**config.mk**
```make
export PLATFORM = sky130hd
export DESIGN_NAME = armleocpu_tlb
export DESIGN_NICKNAME = d
export VERILOG_FILES = /design/src/rtl/armleocpu_tlb.sv
export SDC_FILE = /design/constraint.sdc
export NUM_CORES = 1
export LEC_CHECK = 0
export CELL_PAD_IN_SITES_DETAIL_PLACEMENT = 1
export CELL_PAD_IN_SITES_GLOBAL_PLACEMENT = 2
export CORE_MARGIN = 1.5
export CORE_UTILIZATION = 46
export CTS_CLUSTER_DIAMETER = 40
export DETAILED_ROUTE_END_ITERATION = 6
export GPL_ROUTABILITY_DRIVEN = 0
export HOLD_SLACK_MARGIN = 0.05
export PLACE_DENSITY = 0.79
export SYNTH_ARGS = -nofsm -noshare
export SYNTH_HDL_FRONTEND = slang
export SYNTH_SLANG_ARGS = --single-unit
```
**constraint.sdc**
```tcl
create_clock -name clk -period 9 [get_ports clk]
set_input_delay 1.8 -clock clk [delete_from_list [all_inputs] [get_ports clk]]
set_output_delay 1.8 -clock clk [all_outputs]
set_load 0.05 [all_outputs]
```
**src/rtl/armleocpu_tlb.sv**
```systemverilog
`default_nettype none
// ============================================================================
// Module   : armleocpu_tlb
// Brief    : Fully-associative translation cache in front of armleocpu_ptw.
//            RESOLVE looks up a 20-bit VPN with one cycle of latency. WRITE
//            fills or updates an entry, and slots are replaced in FIFO order
//            through a round-robin pointer. INVALIDATE_ALL flushes the cache.
// Options  : ARMLEOCPU_TLB_STATS_EN adds the 32-bit hit and miss counters
//            stat_hits and stat_misses.
// Revision : 1.0 - initial release
// ============================================================================
module armleocpu_tlb #(
    parameter int ENTRIES   = 16,
    parameter int ENTRIES_W = 4
) (
    input  logic        clk,
    input  logic        rst,
    input  logic [1:0]  command,
    input  logic [19:0] vaddr_input,
    input  logic [7:0]  accesstag_w,
    input  logic [21:0] phys_w,
    output logic        resolve_done,
    output logic        resolve_miss,
    output logic [7:0]  resolve_accesstag,
    output logic [21:0] resolve_phys
`ifdef ARMLEOCPU_TLB_STATS_EN
    ,
    output logic [31:0] stat_hits,
    output logic [31:0] stat_misses
`endif
);

    localparam logic [1:0] c_CMD_NONE       = 2'd0;
    localparam logic [1:0] c_CMD_RESOLVE    = 2'd1;
    localparam logic [1:0] c_CMD_WRITE      = 2'd2;
    localparam logic [1:0] c_CMD_INVALIDATE = 2'd3;

    // Entry storage. Only the valid bits are reset; tag and data are don't-care while invalid.
    logic [ENTRIES-1:0]   r_valid;
    logic [19:0]          r_tag    [ENTRIES];
    logic [7:0]           r_access [ENTRIES];
    logic [21:0]          r_phys   [ENTRIES];
    logic [ENTRIES_W-1:0] r_ptr;

    logic                 r_done;
    logic                 r_miss;
    logic [7:0]           r_res_access;
    logic [21:0]          r_res_phys;

    logic                 w_hit;
    logic [ENTRIES_W-1:0] w_hit_idx;
    logic [ENTRIES_W-1:0] w_wr_idx;

    // Associative match over all valid entries. The loop scans downward so the lowest index wins.
    always_comb begin
        w_hit     = 1'b0;
        w_hit_idx = '0;
        for (int i = ENTRIES - 1; i >= 0; i--) begin
            if (r_valid[i] && (r_tag[i] == vaddr_input)) begin
                w_hit     = 1'b1;
                w_hit_idx = ENTRIES_W'(i);
            end
        end
    end

    // A WRITE to a page that is already cached updates it in place. Otherwise it takes the FIFO slot.
    assign w_wr_idx = w_hit ? w_hit_idx : r_ptr;

    // Valid bits and replacement pointer
    always_ff @(posedge clk) begin
        if (rst) begin
            r_valid <= '0;
            r_ptr   <= '0;
        end else begin
            case (command)
                c_CMD_WRITE: begin
                    if (!w_hit) begin
                        r_valid[r_ptr] <= 1'b1;
                        r_ptr          <= r_ptr + {{(ENTRIES_W-1){1'b0}}, 1'b1};
                    end
                end
                c_CMD_INVALIDATE: begin
                    r_valid <= '0;
                    r_ptr   <= '0;
                end
                default: begin
                end
            endcase
        end
    end

    // Tag and data arrays. These are not reset, and a reset cycle blocks the write.
    always_ff @(posedge clk) begin
        if (!rst && (command == c_CMD_WRITE)) begin
            r_tag[w_wr_idx]    <= vaddr_input;
            r_access[w_wr_idx] <= accesstag_w;
            r_phys[w_wr_idx]   <= phys_w;
        end
    end

    // Resolve response. done pulses after a RESOLVE; miss and data hold until the next RESOLVE.
    always_ff @(posedge clk) begin
        if (rst) begin
            r_done       <= 1'b0;
            r_miss       <= 1'b0;
            r_res_access <= '0;
            r_res_phys   <= '0;
        end else begin
            r_done <= (command == c_CMD_RESOLVE);
            if (command == c_CMD_RESOLVE) begin
                r_miss       <= !w_hit;
                r_res_access <= w_hit ? r_access[w_hit_idx] : 8'd0;
                r_res_phys   <= w_hit ? r_phys[w_hit_idx]   : 22'd0;
            end
        end
    end

    assign resolve_done      = r_done;
    assign resolve_miss      = r_miss;
    assign resolve_accesstag = r_res_access;
    assign resolve_phys      = r_res_phys;

`ifdef ARMLEOCPU_TLB_STATS_EN
    logic [31:0] r_stat_hits;
    logic [31:0] r_stat_misses;

    // Hit and miss counters. They wrap naturally and are cleared by reset or INVALIDATE_ALL.
    always_ff @(posedge clk) begin
        if (rst || (command == c_CMD_INVALIDATE)) begin
            r_stat_hits   <= '0;
            r_stat_misses <= '0;
        end else if (command == c_CMD_RESOLVE) begin
            if (w_hit) begin
                r_stat_hits <= r_stat_hits + 32'd1;
            end else begin
                r_stat_misses <= r_stat_misses + 32'd1;
            end
        end
    end

    assign stat_hits   = r_stat_hits;
    assign stat_misses = r_stat_misses;
`endif

endmodule
`default_nettype wire

```
==> results of run 1 <==
## state kept, by name, indices dropped and copies added (netlist names)
signal             count
r_phys               352
r_tag                320
r_access             128
resolve_phys          22
r_valid               16
resolve_accesstag      8
r_ptr                  4
resolve_done           1
resolve_miss           1
## Yosys cell counts, drive strengths merged (18+ instances only)
| cell type | n | share of area |
|---|---|---|
| clkbuf | 27 | 0.0029 |
| dfxtp | 52 | 0.029 |
| nor2 | 57 | 0.0063 |
| nand2 | 114 | 0.012 |
| mux2i | 168 | 0.047 |
| xnor2 | 254 | 0.063 |
| buf | 99 | 0.015 |
| o21ai | 18 | 0.0025 |
| xor2 | 69 | 0.017 |
| edfxtp | 800 | 0.68 |
| nand4 | 111 | 0.020 |
| a21oi | 37 | 0.0053 |
| nand3 | 99 | 0.014 |
| a211oi | 47 | 0.010 |
| nor3 | 108 | 0.015 |
| and2 | 19 | 0.0034 |
| nand3b | 28 | 0.0059 |
| nor4 | 50 | 0.0088 |
## worst max-delay path: stages
cell and delay [ns]:
buf_2 0.57, buf_4 0.32, xnor2_1 0.18, nand4_1 0.14, nor4_1 0.45, nand4_1 0.41
o311a_1 0.28, o211ai_2 0.81, a21bo_4 0.28, a21oi_1 0.24, nor2_4 0.96, buf_4 0.51
## worst paths after layout
kind / from / endpoint / slack, ns
max: vaddr_input[11] / r_tag[3][11] / 2.33
min: resolve_phys[15] / resolve_phys[15] / 0.48
min reg2reg: resolve_phys[15] / resolve_phys[15] / 0.48
max reg2reg: r_tag[13][8] / r_tag[3][11] / 3.84
## area by class of cell
cell class / count / area, um^2
antenna: 2 / 5.00
clock buffer: 134 / 3110
clock inverter: 86 / 985
fill: 7148 / 34400
inverter: 4 / 15.0
multi-input combinational: 1360 / 9900
sequential: 852 / 25100
tap: 1030 / 1290
timing repair buffer: 154 / 1350
## where the power goes
group / internal [W] / leakage [nW] / switching [W] / total, W
clock: 0.00296 / 1.97 / 0.00181 / 0.00477
sequential: 0.00435 / 7.62 / 0.00000570 / 0.00435
combinational: 0.0000888 / 3.30 / 0.000208 / 0.000297
total: 0.00739 / 12.9 / 0.00202 / 0.00941
## through the flow
step                      setup slack [ns]  area, um^2  total power [W]
after CTS                             2.29       41700          0.00947
after global routing                  2.15       41700          0.00963
after global placement                1.79       37600          0.00472
final                                 2.33       41700          0.00941
after detailed placement              1.55       37600          0.00473
after floorplan                       1.88       35400          0.00458
## per-layer routing
metal  global-route usage  vias to the layer above  part of all wire
met5                    0                        -                 0
met4               0.0887                        0             0.030
met3               0.0328                      168             0.046
met2                0.450                      634              0.50
met1                0.343                    11200              0.42
li1                     -                     9398                 -
## cells by family after synthesis
group / count (synthesis)
DFF: 852
and+or+nand+nor: 649
xor gates and xnor gates: 323
AOI/OAI and AO/OA: 213
muxes: 171
buffers and inverters: 130
adders and majority gates: 4
==> impl_metrics.json, run 1 <==
{
  "outcome": "finished, final reports clean",
  "end_kind": "flip-flop",
  "syn-num-nets": 2400,
  "synth_mux_area_frac": 0.0484,
  "synth_top_family_by_area": "simple AND/OR/NAND/NOR gates",
  "drc": 0,
  "dp_hpwl_um": 59600,
  "grt_overflow": 0,
  "cts-htree-levels": 3,
  "grt_max_degree": 114,
  "num_rows": 101,
  "drt_first_pass_iters": 5,
  "die_x_um": 280,
  "cts_num_sinks": 852,
  "syn_area_per_cell_um2": 15.1,
  "fin_crit_ns": 6.67,
  "die_h_um": 280,
  "synth-edff-count": 800,
  "final_layout_size_suffix_gt1_frac": 0.128,
  "synth_cell_types": 67,
  "vias": 21400,
  "rsz0062_at_grt": "no",
  "drv_slew": 0,
  "dp_cells": 3400,
  "synth_compound_area_frac": 0.0455,
  "final_common_cell": "edfxtp_1",
  "synth_xor_xnor_area_share": 0.0799,
  "final_cells": 3622,
  "start_util": 0.466,
  "drt_wl_total_um": 102000,
  "finalSetupViolations": 0,
  "areaGrowthSynthToFinish_pct": 17.8,
  "required_ns": 9.32,
  "ys.flop_type": "edfxtp_1",
  "syn_area_um2": 35400,
  "relSlewSlack": 0.119,
  "worstHoldPathCells": 1,
  "power_density_nw_per_um2": 226,
  "clock.fmax_mhz": 150,
  "avgViaCountPerCell": 5.91,
  "track_usage": 0.262,
  "grt_pass1_vias": 22800,
  "synth_fa_ha_area_frac": 0.00141,
  "io_buffers": 85,
  "antenna_found_initial": 1,
  "ys_async_sr_fraction": 0,
  "seq_area_frac_synth": 0.708,
  "final_cell_mix": "800 x edfxtp_1, 254 x xnor2_1, 168 x mux2i_1",
  "cts_inserted_buffers": 117,
  "arrival_ns": 6.99,
  "grt_pass1_wl_um": 151000,
  "clk_pin_slew_ns": 0.05,
  "worst-setup-path-type": "input port to flip-flop",
  "post_synth_and_or_nand_nor_area_fraction": 0.0992,
  "reg2reg_depth": 10,
  "utilization": 0.548,
  "worst_pin_slew_ns": 1.31,
  "period_share": 0.741,
  "cts.repair.resized": 0,
  "die-area_um2": 78700,
  "syn_inst": 2342,
  "p_leak_nw": 12.9,
  "postCtsSetupBuffers": 0,
  "cts_hold_repair.buffers": 0,
  "cp-start-kind": "input port",
  "tritoncts": "yes",
  "hold_viol_final": 0,
  "ys.warnings.count": 0,
  "routedWlPerCell_um": 28.2,
  "drt-initial-drc-count": 1620,
  "hp-class": "flip-flop to flip-flop",
  "nets": 2547,
  "root_buffer": "clkbuf_16",
  "ant_nets": 0,
  "drv_cap": 0,
  "crit_fanout": 23,
  "core_area_um2": 76100,
  "hold_slack_ns": 0.483,
  "ioPinCount": 86,
  "peakVddDrop_mv": 0.158,
  "clock_path_buffers": 3,
  "clk-insertion-delay-late_ns": 0.68,
  "ys_seq_elements": 852,
  "clock_skew_ns": 0.0432,
  "fin_setup_tns_ns": 0
}
Note: power is estimated with default switching activity, not from simulation.
==> run 2, diff against run 1 <==
==> constraint.sdc (replaced) <==
create_clock -name clk -period 6.7 [get_ports clk]
set_input_delay 1.34 -clock clk [delete_from_list [all_inputs] [get_ports clk]]
set_output_delay 1.34 -clock clk [all_outputs]
set_load 0.05 [all_outputs]
==> run 2 against run 1 <==
Compared with the run above: cell count is 0.99% higher; highest routed layer unchanged; clock skew is 0.018 ns lower; sequential share of layout area is 0.66 points lower; register-to-register slack worse by 1.6 ns; routed wire length is 0.60% lower; die area stayed put; hold slack worse by 0.017 ns.
==> impl_metrics.json, run 2 (synthesis gave the netlist of run 1 again) <==
{
  "worst_pin_slew_ns": 0.970,
  "areaGrowthSynthToFinish_pct": 19.1,
  "worst_slack_ns": 1.37,
  "cts_num_sinks": 852,
  "outcome": "finished, final reports clean",
  "final_layout_size_suffix_gt1_frac": 0.140,
  "core_area_um2": 76100,
  "internal-power_w": 0.00983,
  "final_cell_mix": "800 x edfxtp_1, 254 x xnor2_1, 168 x mux2i_1",
  "routedWlPerCell_um": 27.8,
  "fin_crit_ns": 5.33,
  "p_leak_nw": 13.1,
  "vias": 21600,
  "track_usage": 0.260,
  "largest_register_ffs": 352,
  "clk-insertion-delay-late_ns": 0.67,
  "nFillCells": 7146,
  "grt_pass1_wl_um": 152000,
  "grt_max_degree": 100,
  "peakVddDrop_mv": 0.274,
  "die_x_um": 280,
  "root_buffer": "clkbuf_16",
  "grtUsageMet3": 0.0316,
  "clock_path_buffers": 3,
  "dp_hpwl_um": 59800,
  "worstHoldPathCells": 1,
  "required_ns": 7.30,
  "pre_cts_slack_ns": 0.727,
  "die_h_um": 280,
  "clk_pin_slew_ns": 0.05,
  "relSlewSlack": 0.353,
  "die-area_um2": 78700,
  "r2r_start": "r_tag[14][16]",
  "period_share": 0.796,
  "drv_slew": 0,
  "clock.fmax_mhz": 188,
  "timing.rr.end": "resolve_phys[1]",
  "avgViaCountPerCell": 5.90,
  "nets": 2584,
  "start_util": 0.466,
  "drt_wl_total_um": 102000,
  "holdCritStartpoint": "resolve_accesstag[1]",
  "cts-htree-levels": 3,
  "pwr-share-seq": 0.465,
  "clock_skew_ns": 0.0249,
  "power_density_nw_per_um2": 298,
  "postCtsSetupBuffers": 0,
  "cp-start-kind": "input port",
  "final_common_cell": "edfxtp_1",
  "r2r_slack_ns": 2.25,
  "slowest_delay_ns": 0.78,
  "diodes": 0,
  "path_common_cell": "nand3_1",
  "whs_endpoint": "resolve_accesstag[1]",
  "end_kind": "flip-flop",
  "fin_setup_tns_ns": 0,
  "crit_fanout": 44,
  "grt_overflow": 0,
  "cts.repair.resized": 0,
  "swShare": 0.217,
  "regMostFlops": "r_phys",
  "antenna_found_initial": 0,
  "gr-usage-met2": 0.444,
  "reg.largest.list": "r_phys (352), r_tag (320), r_access (128)",
  "finalSetupViolations": 0,
  "reg2reg_depth": 13,
  "path_cells": "buf_2 -> buf_4 -> xnor2_1 -> nand4_1 -> nor4_1 -> nand4_1 -> nand3_1 -> o2111a_1 -> a21bo_4 -> buf_12 -> mux2i_1 -> a2111oi_0 -> nand3_1 -> nand3_1",
  "cp_slowest_cell": "a2111oi_0",
  "ant_nets": 0,
  "pwr-share-clk": 0.502,
  "drc": 0,
  "utilization": 0.554,
  "hp-class": "flip-flop to flip-flop",
  "pwr-share-comb": 0.033,
  "rsz0062_at_grt": "no",
  "tritoncts": "yes",
  "arrival_ns": 5.93,
  "io_buffers": 85,
  "power_switching_w": 0.00273,
  "met1_usage": 0.343,
  "worst-setup-path-type": "input port to flip-flop",
  "ioPinCount": 86,
  "busiest_layer": "met2",
  "cts_inserted_buffers": 119,
  "drt_first_pass_iters": 5,
  "cts_hold_repair.buffers": 0,
  "hold_viol_final": 0,
  "num_rows": 101,
  "drt-initial-drc-count": 1562,
  "grt_pass1_vias": 23300,
  "drv_cap": 0
}
==> run 2: changes by cell type in the layout (fill, tap and decap cells not counted), moves of 4 or more <==
| cell | change |
|---|---|
| bufinv_16 | -4 |
| buf_4 | +14 |
| clkinvlp_4 | -7 |
| clkbuf_1 | +4 |
| clkinv_4 | +5 |
| buf_12 | +22 |
| clkbuf_8 | +4 |
==> run 2: worst max path at each step <==
| stage | start | to | slack (ns) | cells past startpoint |
|---|---|---|---|---|
| after global routing | vaddr_input[2] | r_phys[5][15] | 1.14 | 12 |
| after detailed placement | vaddr_input[19] | resolve_phys[0] | 0.73 | 14 |
| after CTS | vaddr_input[19] | resolve_phys[0] | 1.44 | 14 |
| final | vaddr_input[2] | resolve_phys[1] | 1.37 | 14 |
| after global placement | vaddr_input[2] | resolve_phys[17] | 0.68 | 13 |
| after floorplan | vaddr_input[1] | r_access[10][0] | 0.04 | 13 |
==> run 2: power by group through the flow <==
stage,logic (W),registers (W),clock network [W]
final,0.000415,0.00585,0.00630
after global routing,0.000443,0.00584,0.00658
after CTS,0.000417,0.00584,0.00639
after detailed placement,0.000412,0.00595,0
after global placement,0.000399,0.00595,0
after floorplan,0.000193,0.00596,0
==> run 2: layout make-up <==
type	instances	area (um^2)	area share
clock buffer	141	3150	0.0747
clock inverter	82	882	0.0209
inverter	4	15.0	0.000356
multi-input combinational	1360	9900	0.235
sequential	852	25100	0.594
tap	1030	1290	0.0306
timing repair buffer	189	1880	0.0446
==> run 2: worst max-delay path, delay by kind of cell <==
family,cells,cell delay [ns]
AND/OR/NAND/NOR,6,1.50
multiplexers,1,0.12
buffers and inverters,3,1.23
AO/OA/AOI/OAI,3,1.46
XOR/XNOR,1,0.21
==> run 2: stage by stage <==
| stage | total power (W) | hold slack, ns | std cells | area, um^2 |
|---|---|---|---|---|
| 3_3_place_gp | 0.00635 | 0.458 | 3435 | 38100 |
| 6_report | 0.0126 | 0.467 | 3658 | 42200 |
| 2_1_floorplan | 0.00615 | 0.458 | 2342 | 35400 |
| 3_5_place_dp | 0.00637 | 0.452 | 3435 | 38100 |
| 5_1_grt | 0.0129 | 0.491 | 3658 | 42200 |
| 4_1_cts | 0.0127 | 0.474 | 3658 | 42200 |
==> run 2: routing by layer <==
layer  wire length (um)  part of all wire  up-vias
li1                   -                 -     9479
met1              43200              0.43    11300
met2              50800              0.50      616
met3               4360             0.043      182
met4               3170             0.031        0
met5                  0                 0        -
==> run 3, diff against run 2 <==
--- a/config.mk
+++ b/config.mk
@@ -8,12 +8,12 @@
 export CELL_PAD_IN_SITES_DETAIL_PLACEMENT = 1
 export CELL_PAD_IN_SITES_GLOBAL_PLACEMENT = 2
 export CORE_MARGIN = 1.5
-export CORE_UTILIZATION = 46
+export CORE_UTILIZATION = 41
 export CTS_CLUSTER_DIAMETER = 40
 export DETAILED_ROUTE_END_ITERATION = 6
 export GPL_ROUTABILITY_DRIVEN = 0
 export HOLD_SLACK_MARGIN = 0.05
-export PLACE_DENSITY = 0.79
+export PLACE_DENSITY = 0.74
 export SYNTH_ARGS = -nofsm -noshare
 export SYNTH_HDL_FRONTEND = slang
 export SYNTH_SLANG_ARGS = --single-unit
==> constraint.sdc (replaced) <==
create_clock -name clk -period 4.3 [get_ports clk]
set_input_delay 0.86 -clock clk [delete_from_list [all_inputs] [get_ports clk]]
set_output_delay 0.86 -clock clk [all_outputs]
set_load 0.05 [all_outputs]
==> run 3 against run 2 <==
Compared with the run above: critical path depth up 3; non-clock buffer count rose by 291; clock power rose by 63%; combinational power grew 100%; first-iteration DRC count is 0.90% lower; design area rose by 9.0%; flip-flop and latch count stayed put; clock skew increased by 0.047 ns; utilization fell by 1.6 points; sequential power rose by 56%; count of clock-buffer cells in the layout fell by 7.
==> impl_metrics.json, run 3 (synthesis gave the netlist of run 1 again) <==
{
  "outcome": "finished, final reports clean",
  "relSlewSlack": 0.456,
  "antenna_found_initial": 0,
  "worst-setup-path-type": "input port to flip-flop",
  "finalSetupViolations": 0,
  "root_buffer": "clkbuf_16",
  "worst-path-buf-inv": 7,
  "reg2reg_depth": 17,
  "clock.fmax_mhz": 246,
  "peakVddDrop_mv": 0.329,
  "arrival_ns": 4.44,
  "pre_cts_slack_ns": -0.569,
  "dp_hpwl_um": 69000,
  "slowest_delay_ns": 0.41,
  "fin_setup_tns_ns": 0,
  "drt_first_pass_iters": 6,
  "drc": 0,
  "grt_pass1_wl_um": 160000,
  "regMostFlops": "r_phys",
  "cp_slowest_cell": "nor4_1",
  "cts_inserted_buffers": 120,
  "period_share": 0.947,
  "met3RoutedLength_um": 4380,
  "cp.depth": 17,
  "critPathTopFamily": "simple AND/OR/NAND/NOR gates",
  "die_h_um": 297,
  "num_rows": 107,
  "worst_slack_ns": 0.228,
  "diodes": 0,
  "grt_pass1_vias": 24800,
  "grt_max_degree": 38,
  "final_layout_size_suffix_gt1_frac": 0.245,
  "end_kind": "flip-flop",
  "final_common_cell": "edfxtp_1",
  "pwr-share-comb": 0.042,
  "pwr-share-clk": 0.508,
  "clock_path_buffers": 3,
  "die_x_um": 297,
  "die-area_um2": 88200,
  "drv_slew": 0,
  "routedWlPerCell_um": 26.1,
  "required_ns": 4.67,
  "fin_crit_ns": 4.07,
  "postCtsSetupBuffers": 0,
  "final_cell_area_um2": 46000,
  "vias": 22600,
  "areaGrowthSynthToFinish_pct": 29.9,
  "grt_overflow": 0,
  "drv_cap": 0,
  "p_leak_nw": 15.1,
  "track_usage": 0.241,
  "final_cell_mix": "800 x edfxtp_1, 299 x buf_4, 210 x xnor2_1",
  "pwr-share-seq": 0.450,
  "swShare": 0.224,
  "hold_viol_final": 0,
  "path_common_cell": "buf_4",
  "worst_pin_slew_ns": 0.814,
  "avgViaCountPerCell": 5.56,
  "core_area_um2": 85400,
  "worstHoldPathCells": 1,
  "reg.largest.list": "r_phys (352), r_tag (320), r_access (128)",
  "wl_met1_um": 44500,
  "clock_skew_ns": 0.0717,
  "nets": 2876,
  "largest_register_ffs": 352,
  "crit_fanout": 21,
  "dr.max_layer_used": "met4",
  "clk_pin_slew_ns": 0.05,
  "cts-htree-levels": 3,
  "route.met2.wl_um": 54100,
  "cp-start-kind": "input port",
  "internal-power_w": 0.0157,
  "rsz0062_at_grt": "no",
  "path_cells": "buf_2 -> buf_12 -> buf_4 -> xnor2_1 -> buf_4 -> nand4_1 -> nor4_1 -> nand4_1 -> nand4_1 -> nor4b_1 -> nor3b_1 -> buf_4 -> a21oi_1 -> nand2_1 -> buf_4 -> nor2_4 -> buf_12",
  "tritoncts": "yes",
  "power_density_nw_per_um2": 440,
  "cts_hold_repair.buffers": 0,
  "cts_num_sinks": 852,
  "hp-class": "input port to flip-flop",
  "power_switching_w": 0.00454,
  "drt_wl_total_um": 106000,
  "ant_nets": 0,
  "start_util": 0.415,
  "clk-insertion-delay-late_ns": 0.72,
  "ioPinCount": 86,
  "drt-initial-drc-count": 1548,
  "io_buffers": 85,
  "dpl_cell_area_um2": 41700
}
## run 3: changes by cell type in the layout (fill, tap and decap cells not counted), moves of 6 or more
cell,change
clkinv_16,+6
xnor2_2,+44
xnor2_1,-44
buf_4,+223
buf_12,+68
clkinvlp_4,+6
clkinv_2,-6
## run 3: final cells by class
type / count / area (um^2)
clock inverter: 95 / 1150
tap: 1144 / 1430
fill: 8196 / 39400
sequential: 852 / 25100
timing repair buffer: 480 / 4920
clock buffer: 134 / 3120
multi-input combinational: 1360 / 10300
inverter: 4 / 15.0
## run 3: final timing paths
path,slack [ns],start,to
max,0.23,vaddr_input[3],r_phys[8][5]
min,0.38,vaddr_input[10],r_tag[9][10]
max reg2reg,0.31,r_tag[8][18],resolve_phys[18]
min reg2reg,0.49,resolve_phys[10],resolve_phys[10]
## run 3: metal layers
metal,global-route usage,vias up
met3,0.0323,200
met2,0.423,582
li1,-,10100
met1,0.308,11800
met4,0.0777,0
met5,0,-
## run 3: timing repair
item	4_1_cts	5_1_grt
setup endpoints to repair	0	9
endpoints found under the hold margin	0	0
resized for setup	0	2
## run 3: stage by stage
stage | std cells | util | power [W] | hold slack, ns
final | 4069 | 0.538 | 0.0202 | 0.383
after global routing | 4069 | 0.538 | 0.0207 | 0.371
after CTS | 4069 | 0.538 | 0.0204 | 0.355
after detailed placement | 3840 | 0.488 | 0.0101 | 0.480
after global placement | 3840 | 0.488 | 0.0101 | 0.477
after floorplan | 2342 | - | 0.00964 | 0.458
## run 3: worst register-to-register path, stage by stage, from the launching register on
cell and delay [ns]:
edfxtp_1 0.39, xnor2_1 0.29, nand4_1 0.15, nor4_1 0.40, buf_4 0.18, nand4_1 0.12, buf_4 0.20, buf_4 0.14
and4_1 0.24, a2111oi_4 0.36, buf_12 0.25, nand2_4 0.14, buf_12 0.18, buf_4 0.20, nor3_1 0.26, nor3_1 0.10
a21oi_1 0.15, nand3_1 0.09
## run 3: power by group through the flow
| stage | combinational (W) | sequential, W | clock, W |
|---|---|---|---|
| finish | 0.000840 | 0.00911 | 0.0103 |
| global route | 0.000893 | 0.00911 | 0.0107 |
| CTS | 0.000845 | 0.00911 | 0.0104 |
| detailed placement | 0.000835 | 0.00928 | 0 |
| global placement | 0.000806 | 0.00928 | 0 |
| floorplan | 0.000361 | 0.00928 | 0 |
